[src/rtl/hwpe_stream_fifo_flat_thr.sv]
// Flat-port stream FIFO with occupancy level, almost-full/almost-empty thresholds
// and an optional fall-through bypass when empty.
module hwpe_stream_fifo_flat_thr #(
  parameter int unsigned DATA_WIDTH       = 32,
  parameter int unsigned FIFO_DEPTH       = 8,
  parameter int unsigned FALL_THROUGH     = 0,
  parameter int unsigned ALMOST_FULL_THR  = FIFO_DEPTH - 1,
  parameter int unsigned ALMOST_EMPTY_THR = 1,
  localparam int unsigned STRB_WIDTH      = DATA_WIDTH / 8,
  localparam int unsigned LW              = $clog2(FIFO_DEPTH + 1)
) (
  input  logic                  clk,
  input  logic                  rst,
  input  logic                  clear,
  input  logic                  push_valid,
  output logic                  push_ready,
  input  logic [DATA_WIDTH-1:0] push_data,
  input  logic [STRB_WIDTH-1:0] push_strb,
  output logic                  pop_valid,
  input  logic                  pop_ready,
  output logic [DATA_WIDTH-1:0] pop_data,
  output logic [STRB_WIDTH-1:0] pop_strb,
  output logic [LW-1:0]         level,
  output logic                  flags_empty,
  output logic                  flags_full,
  output logic                  flags_almost_full,
  output logic                  flags_almost_empty
);

  localparam int unsigned PW = $clog2(FIFO_DEPTH);

  generate
    if (FIFO_DEPTH < 2) begin : g_err_depth
      $error("FIFO_DEPTH must be >= 2");
    end
    if (DATA_WIDTH % 8 != 0) begin : g_err_width
      $error("DATA_WIDTH must be a multiple of 8");
    end
    if (ALMOST_FULL_THR < 1 || ALMOST_FULL_THR > FIFO_DEPTH) begin : g_err_af
      $error("ALMOST_FULL_THR out of range 1..FIFO_DEPTH");
    end
    if (ALMOST_EMPTY_THR > FIFO_DEPTH - 1) begin : g_err_ae
      $error("ALMOST_EMPTY_THR out of range 0..FIFO_DEPTH-1");
    end
  endgenerate

  typedef struct packed {
    logic [STRB_WIDTH-1:0] strb;
    logic [DATA_WIDTH-1:0] data;
  } entry_t;

  entry_t        mem_q [FIFO_DEPTH];
  logic [PW-1:0] wr_ptr_q, wr_ptr_d;
  logic [PW-1:0] rd_ptr_q, rd_ptr_d;
  logic [LW-1:0] level_q, level_d;
  logic          flush, bypass, push_hs, pop_hs, wr_en, rd_en;

  function automatic logic [PW-1:0] ptr_inc(input logic [PW-1:0] p);
    return (p == PW'(FIFO_DEPTH - 1)) ? '0 : p + PW'(1);
  endfunction

  assign flush              = rst | clear;
  assign level              = level_q;
  assign flags_empty        = (level_q == '0);
  assign flags_full         = (level_q == LW'(FIFO_DEPTH));
  assign flags_almost_full  = (level_q >= LW'(ALMOST_FULL_THR));
  assign flags_almost_empty = (level_q <= LW'(ALMOST_EMPTY_THR));

  // Bypass only exists when storage is empty, so order is never violated.
  assign bypass     = (FALL_THROUGH != 0) && flags_empty;
  assign push_ready = !flags_full & !flush;
  assign pop_valid  = !flush & (bypass ? push_valid : !flags_empty);
  assign push_hs    = push_valid & push_ready;
  assign pop_hs     = pop_valid & pop_ready;
  assign wr_en      = push_hs & !(bypass & pop_hs);
  assign rd_en      = pop_hs & !bypass;

  always_comb begin
    pop_data = '0;
    pop_strb = '0;
    if (pop_valid) begin
      if (bypass) begin
        pop_data = push_data;
        pop_strb = push_strb;
      end else begin
        pop_data = mem_q[rd_ptr_q].data;
        pop_strb = mem_q[rd_ptr_q].strb;
      end
    end
  end

  always_comb begin
    wr_ptr_d = wr_en ? ptr_inc(wr_ptr_q) : wr_ptr_q;
    rd_ptr_d = rd_en ? ptr_inc(rd_ptr_q) : rd_ptr_q;
    level_d  = level_q;
    if (wr_en && !rd_en)      level_d = level_q + LW'(1);
    else if (rd_en && !wr_en) level_d = level_q - LW'(1);
  end

  always_ff @(posedge clk) begin
    if (flush) begin
      wr_ptr_q <= '0;
      rd_ptr_q <= '0;
      level_q  <= '0;
    end else begin
      wr_ptr_q <= wr_ptr_d;
      rd_ptr_q <= rd_ptr_d;
      level_q  <= level_d;
    end
  end

  // Storage is intentionally left unreset; wr_en is already blocked by rst/clear.
  always_ff @(posedge clk) begin
    if (wr_en) begin
      mem_q[wr_ptr_q].data <= push_data;
      mem_q[wr_ptr_q].strb <= push_strb;
    end
  end

endmodule
[config.mk]
export PLATFORM = sky130hd
export DESIGN_NAME = hwpe_stream_fifo_flat_thr
export DESIGN_NICKNAME = d
export VERILOG_FILES = /design/src/rtl/hwpe_stream_fifo_flat_thr.sv
export SDC_FILE = /design/constraint.sdc
export NUM_CORES = 1
export LEC_CHECK = 0
export CORE_MARGIN = 2
export CORE_UTILIZATION = 54
export DETAILED_ROUTE_END_ITERATION = 7
export HOLD_SLACK_MARGIN = 0.08
export PLACE_DENSITY = 0.85
export SYNTH_ARGS = -nofsm -noshare
export SYNTH_HDL_FRONTEND = slang
export SYNTH_SLANG_ARGS = --single-unit
[constraint.sdc]
create_clock -name clk -period 9 [get_ports clk]
set_input_delay 1.35 -clock clk [delete_from_list [all_inputs] [get_ports clk]]
set_output_delay 1.35 -clock clk [all_outputs]
set_load 0.03 [all_outputs]
* Word level (Yosys, flattened, before mapping)
Memories as Yosys holds them, arrays and structs flattened. A register that Yosys moved wholly into a read port is not among the register bits.
Cells that the tools add are included.
Widths: inputs -> output; s select.
** Operators by class
- $add $sub $neg :: 4
- Order comparisons :: 2
- Equality and inequality tests :: 3
- Mux-type cells :: 10
- Bitwise logic cells :: 5
- Reduce and logical (&&, ||, !) cells :: 9
** Operators with widths (count)
- $mux 32 :: 1
- $mux 3 :: 4
- $mux 4 :: 3
- $add 3x1->3 const B :: 2
- $eq 3x3->1 const B :: 2
- $logic_not 1->1 :: 5
- $add 4x1->4 const B :: 1
- $and 1x1->1 :: 4
- $eq 4x4->1 const B :: 1
- $ge 4x3->1 const B :: 1
- $le 4x1->1 const B :: 1
- $logic_not 4->1 :: 1
- $sub 4x1->4 const B :: 1
- $logic_and 1x1->1 :: 2
- $mux 1 :: 2
- $reduce_bool 2->1 :: 1
- $or 1x1->1 :: 1
** Word-level totals
- Flip-flop bits (word level) :: 10
- Bits in writable memories :: 288
- Bits of input ports :: 41
- Output and inout bits :: 46
- Word-level logic and storage cells :: 37
- Memories :: 1
** Memory list
- mem_q :: depth 8, bits a word 36, rd ports 1, clocked after Yosys merged registers in 1, write ports 1, line 52 : entry_t mem_q [FIFO_DEPTH];

* Longest topological paths before layout
Gate-level depths: netlist of the first run.
- Depth in word-level cells :: 8
- Gate-level depth with buffers :: 9
- Depth with buffers taken out :: 9

* Worst setup path before layout of the first run
Ideal clock, no wire load.
- Path kind :: input -> register
- From :: input clear
- To :: memory mem_q[0][0] in the netlist's numbering (enable)
- Setup time :: 520 ps
- Arrival time :: 5456 ps
- Path slack :: 3023 ps
- Stages :: 3
- Buffers on the path :: 0
- Cell sequence :: nor2_1 nand3_1 nor4_1
** On the way
- Cells in the longest elaborated chain, start to end :: 6
** Ends and longest elaborated chain
- start: declaration :: line 14 : input logic clear,
- $or 1x1->1 :: line 62 : assign flush = rst | clear;
- $logic_not 1->1 :: line 71 : assign push_ready = !flags_full & !flush;
- $and 1x1->1 :: line 71
- $and 1x1->1 :: line 73 : assign push_hs = push_valid & push_ready;
- $mux 1 :: line 114 : if (wr_en) begin
- $mux 1 (not written as such) :: line 115 : mem_q[wr_ptr_q].data <= push_data;
- end: declaration :: line 52
Every way passes these cells.

* Worst setup path in the final report of the first run
- From :: input clear
- To :: output pop_data[31]
** On the way
- Cells in the longest elaborated chain, start to end :: 4
** Ends and longest elaborated chain
- $or 1x1->1 :: line 62
- $logic_not 1->1 :: line 72 : assign pop_valid = !flush & (bypass ? push_valid : !flags_empty);
- $and 1x1->1 :: line 72
- $mux 32 :: line 81 : if (pop_valid) begin
- end: declaration :: line 21 : output logic [DATA_WIDTH-1:0] pop_data,
Every way passes these cells.

==> results of run 1 <==
## kinds of logic (layout without fill, tap and decap cells)
| logic type | count (synthesis) | after routing | share of synthesized area [%] |
|---|---|---|---|
| flops | 301 | 301 | 77.49 |
| compound gates | 50 | 50 | 3.570 |
| mux | 76 | 76 | 14.45 |
| fa+ha+maj | 9 | 9 | 0.9796 |
| xor+xnor | 2 | 2 | 0.1524 |
| simple gates | 33 | 33 | 1.785 |
| buf+inv | 33 | 161 | 1.567 |
## final timing paths
kind	end	slack [ns]	cells past startpoint
min	register	0.54	1
max reg2reg	mem_q[3][0]	6.19	6
max	pop_data[31]	3.65	6
min reg2reg	register	0.54	1
## cell usage after synthesis, drive strengths merged (2+ instances only)
cell	number	area share (%)
buf	18	1.1
dfxtp	13	2.3
inv	9	0.29
nand4	2	0.11
nor3b	2	0.33
nand2	5	0.16
a22o	36	2.7
mux2i	4	0.35
nor2	9	0.29
ha	9	0.98
nand2b	2	0.11
or3	2	0.11
edfxtp	288	75
nor3	6	0.36
a21oi	2	0.087
o21ai	4	0.17
mux4	72	14
o211ai	3	0.20
o31ai	2	0.13
clkbuf	6	0.21
## layer usage
layer	track usage [%]	share of wire [%]
met5	0	0.071
met4	5.425	1.9
met3	4.268	8.0
met2	34.89	51
met1	28.39	39
## power by group through the flow
| stage | Clock (uW) | Sequential (uW) | Combinational (uW) |
|---|---|---|---|
| after floorplan | 0 | 1580 | 46.1 |
| after global placement | 0 | 1580 | 92.3 |
| after global routing | 1200 | 1550 | 103 |
| after CTS | 1150 | 1550 | 96.9 |
| after detailed placement | 0 | 1580 | 96.3 |
| final | 1130 | 1550 | 96.5 |
## cells in the final DEF, fill, tap and decap left out, types with 5 or more instances in the layout
cell type and n:
edfxtp_1 288, clkdlybuf4s50_1 86, mux4_2 72, a22o_1 36
clkbuf_16 30, buf_4 16, dfxtp_1 11, inv_1 9
ha_1 9, clkbuf_1 8, nor2_1 6, clkinv_2 6
nand2_1 5
## sequential cells by signal (all words and copies together) (netlist names), named ones only
signal,cells
level,4
mem_q,288
rd_ptr_q,3
wr_ptr_q,3
## stage by stage
step / setup WS, ns / std cells
2_1_floorplan: 3.023 / 504
3_3_place_gp: 3.676 / 857
3_5_place_dp: 3.638 / 857
4_1_cts: 3.633 / 907
5_1_grt: 3.527 / 907
6_report: 3.647 / 907
## cell type report
cell class,instances,area (um^2)
Clock buffer,40,808.3
Sequential cell,301,8916
Fill cell,1358,7340
Clock inverter,10,76.32
Timing Repair Buffer,102,980.9
Tap cell,275,344.1
Inverter,9,33.78
Multi-Input combinational cell,170,2456
## worst max-delay path, cell delays in order
cell and delay [ns]:
clkdlybuf4s50_1 0.41, or2_0 0.48, nor3b_4 0.26, buf_4 0.48, a22o_1 0.31, clkdlybuf4s50_1 0.69
==> impl_metrics.toml, run 1 <==
[drt]
ant_nets = 0
drt-initial-drc-count = 499
viasPerCell = 5.970
num_vias = 5415
drcViolationCount = 0
wl_per_cell_um = 25.01
wirelength_um = 22690
firstDrtPassIters = 5

[power_and_ir_drop]
power_frac_comb_pct = 3.5
p_leak_uw = 0.004258
pwr-share-seq_pct = 55.8
p_total_uw = 2771
ir_worst_vdd_v = 0.0001297
clock_power_share_pct = 40.7
p_sw_share_pct = 19.30
pwr_density_cell_mw_per_mm2 = 203.5
p_int_uw = 2236
p_switching_uw = 534.8

[timing]
hold_slack_ns = 0.5387
setup_viol = 0
report.final.slew_viol_count = 0
worstMarginPinSlew_ns = 1.044
clock.fmax_mhz = 186.8
tns_ns = 0
slew_headroom_pct = 30.42
fin_crit_sh_pct = 59.48
final_hold_viol_count = 0
fin_crit_ns = 5.353
rsz0062_at_grt = "no"
skew_ns = 0.008204

[cts]
cts_sinks = 301
cts_buffers = 28
clk_latency_ns = 0.53
cts_tree = "yes"
post_cts_resized = 0
cts_root_buffer = "clkbuf_16"
postCtsHoldBufs = 0
h-tree-depth = 1
postCtsSetupBuffers = 0
clkTransAtPathRegs_ns = 0.06
cts_buffer_depth = 3

[worst_hold_path]
min_from = "rd_ptr_q[0]"
hold_path_class = "register to register"

[status]
status = "finished clean"

[logic_synthesis]
netlist_instances = 504
synth_edf_count = 288
ys_ff_latch = 301
synthesis.nets = 554
ys_warn_count = 0
synthFlopType = "edfxtp_1"
synth_seq_area_share_pct = 77.49
synth_cell_type_count = 35
synth.cell_area_mm2 = 0.01150
ys_async_sr_fraction_pct = 0
synth.avg_cell_area_um2 = 22.81

[placed_design]
gp_congestion = 0.7238
io_buffers = 86
hpwlAfterDp_um = 12780
place_area_mm2 = 0.01273

[global_route]
grt_pass1_vias = 5881
grt_overflow = 0
grt_max_degree = 73
gr-usage-all-layers_pct = 20.83
grt_pass1_wl_um = 34460
antenna_found_initial = 1

[critical_path]
reg2reg_from = "level[0]"
cp_max_fo = 36
cp.required_ns = 7.65
setup.worst_path.start = "clear"
cp.arrival_ns = 4.00
crit_type = "primary input to output port"
cp-end-kind = "output port"
critPathLaunchType = "primary input"

[final_layout]
fin_util_pct = 64.97
fin_area_mm2 = 0.01362
insertedDiodeCount = 0
syn2layout_area_growth_pct = 18.44
layout.nets = 662
drive_above_1_share_pct = 22.47

[die]
num_rows = 53
dieHeight_um = 149.9
die_area_mm2 = 0.02247
start_util_pct = 54.86
io_pins = 87
die_x_um = 149.9
core_area_mm2 = 0.02096

[run]
drv_cap = 0
Power figures use the tool's default switching activity.
==> run 2: changes to the inputs <==
==> constraint.sdc (replaced) <==
create_clock -name clk -period 5.6 [get_ports clk]
set_input_delay 0.84 -clock clk [delete_from_list [all_inputs] [get_ports clk]]
set_output_delay 0.84 -clock clk [all_outputs]
set_load 0.03 [all_outputs]
==> impl_metrics.toml, run 2 (synthesized netlist as in run 1, its figures left out) <==
[critical_path]
cp_num_buf_inv = 2
cp_max_fo = 42
crit_chain = "buf_4 -> mux4_2 -> a22o_1 -> clkdlybuf4s50_1"
crit_type = "register to output port"
cp.required_ns = 4.76
cpPeakStageDelay_ns = 0.90
cp.arrival_ns = 3.39
cpMaxStageDelayCell = "dfxtp_4"
critPathTopFamily = "buffers and inverters"
reg2reg_from = "level[0]"
critPathLaunchType = "register"
reg2regPathDepth = 6
cp-end-kind = "output port"
r2r_end = "mem_q[1][7]"
reg2reg_setup_slack_ns = 2.53

[power_and_ir_drop]
pwr-share-seq_pct = 55.4
p_leak_uw = 0.004261
pwr_density_cell_mw_per_mm2 = 328.3
ir_worst_vdd_v = 0.0002371
power_frac_comb_pct = 3.5
p_int_uw = 3627
p_sw_share_pct = 19.18
p_total_uw = 4488
clock_power_share_pct = 41.1
p_switching_uw = 861.1

[drt]
drt-initial-drc-count = 465
ant_nets = 0
viasPerCell = 6.124
num_vias = 5542
wl_per_cell_um = 25.63
wirelength_um = 23200
drcViolationCount = 0
firstDrtPassIters = 5

[cts]
cts_tree = "yes"
clk_latency_ns = 0.53
cts_buffers = 28
postCtsHoldBufs = 0
post_cts_resized = 0
cts_sinks = 301
postCtsSetupBuffers = 0
cts_buffer_depth = 3
h-tree-depth = 1
clkTransAtPathRegs_ns = 0.07
cts_root_buffer = "clkbuf_16"

[timing]
fin_crit_ns = 4.225
worstMarginPinSlew_ns = 1.195
report.final.slew_viol_count = 0
skew_ns = 0.01660
final_hold_viol_count = 0
tns_ns = 0
setup_viol = 0
slew_headroom_pct = 19.67
clock.fmax_mhz = 236.7
fin_crit_sh_pct = 75.45
rsz0062_at_grt = "no"

[global_route]
grt_max_degree = 73
grt_overflow = 0
grt_pass1_vias = 5915
gr-usage-all-layers_pct = 21.21
grt_pass1_wl_um = 35160
antenna_found_initial = 2

[final_layout]
final_cell_mix = "edfxtp_1, clkdlybuf4s50_1, mux4_2"
final_common_cell = "edfxtp_1"
drive_above_1_share_pct = 21.94
largest_reg_flops = 288
layout.nets = 660
syn2layout_area_growth_pct = 18.93
top_register = "mem_q"
fin_util_pct = 65.24

[die]
dieHeight_um = 149.9
core_area_mm2 = 0.02096
die_x_um = 149.9
die_area_mm2 = 0.02247
start_util_pct = 54.86
io_pins = 87
num_rows = 53

[placed_design]
gp_congestion = 0.7113
io_buffers = 86
hpwlAfterDp_um = 12870

[status]
status = "finished clean"

[worst_hold_path]
hold_path_class = "register to register"
min_from = "rd_ptr_q[0]"
min_path_cells = 1

[run]
drv_cap = 0
## run 2: cell types whose count changed in the layout (fill, tap and decap cells not counted)
cell / change
buf_12: +5
clkbuf_16: -1
clkbuf_8: -2
clkinv_1: +3
clkinv_2: -1
buf_4: -7
clkbuf_1: -2
bufinv_16: +2
diode_2: +1
## run 2: how the worst max path moves through the flow
stage / from / slack [ns] / cells past startpoint / endpoint
floorplan: clear / 0.13 / 3 / mem_q[0][0]
global placement: clear / 1.51 / 6 / pop_data[2]
detailed placement: clear / 1.43 / 6 / pop_data[8]
CTS: register / 1.29 / 4 / pop_strb[2]
global route: register / 1.17 / 4 / pop_strb[2]
finish: register / 1.37 / 4 / pop_strb[2]
## run 2: power by group through the flow
stage	Sequential, uW	Clock [uW]	Combinational (uW)
final	2490	1850	156
after global placement	2530	0	147
after CTS	2490	1870	156
after floorplan	2530	0	74.0
after detailed placement	2540	0	154
after global routing	2490	1960	166
## run 2: worst reg2reg max path, cell delays in order, from the launching register on
cell and delay, ns:
dfxtp_1 0.49, inv_1 0.12, ha_1 0.23, nand3b_1 0.17, nand3_1 0.35, nor3_2 1.06
buf_12 0.32
## run 2: final cells by class
type	count	area, um^2
Fill cell	1354	7283
Tap cell	275	344.1
Inverter	9	33.78
Sequential cell	301	8916
Multi-Input combinational cell	170	2456
Timing Repair Buffer	100	1028
Clock inverter	14	142.6
Clock buffer	35	748.2
Antenna cell	1	2.502
## run 2: per-stage QoR
| stage | instance area [um^2] | hold slack [ns] | worst slack, ns | std cells |
|---|---|---|---|---|
| finish | 13670 | 0.5060 | 1.375 | 905 |
| global route | 13670 | 0.5519 | 1.165 | 904 |
| CTS | 13670 | 0.5072 | 1.290 | 904 |
| detailed placement | 12780 | 0.4977 | 1.427 | 855 |
| global placement | 12780 | 0.4824 | 1.514 | 855 |
| floorplan | 11500 | 0.4631 | 0.1334 | 504 |
## run 2: per-layer routing
layer | wire length [um] | vias up | track usage, %
met2 | 11560 | 256 | 34.41
met1 | 9220 | 2880 | 29.59
met4 | 489 | 2 | 5.943
met5 | 16 | - | 0
met3 | 1909 | 41 | 4.604
li1 | - | 2363 | -
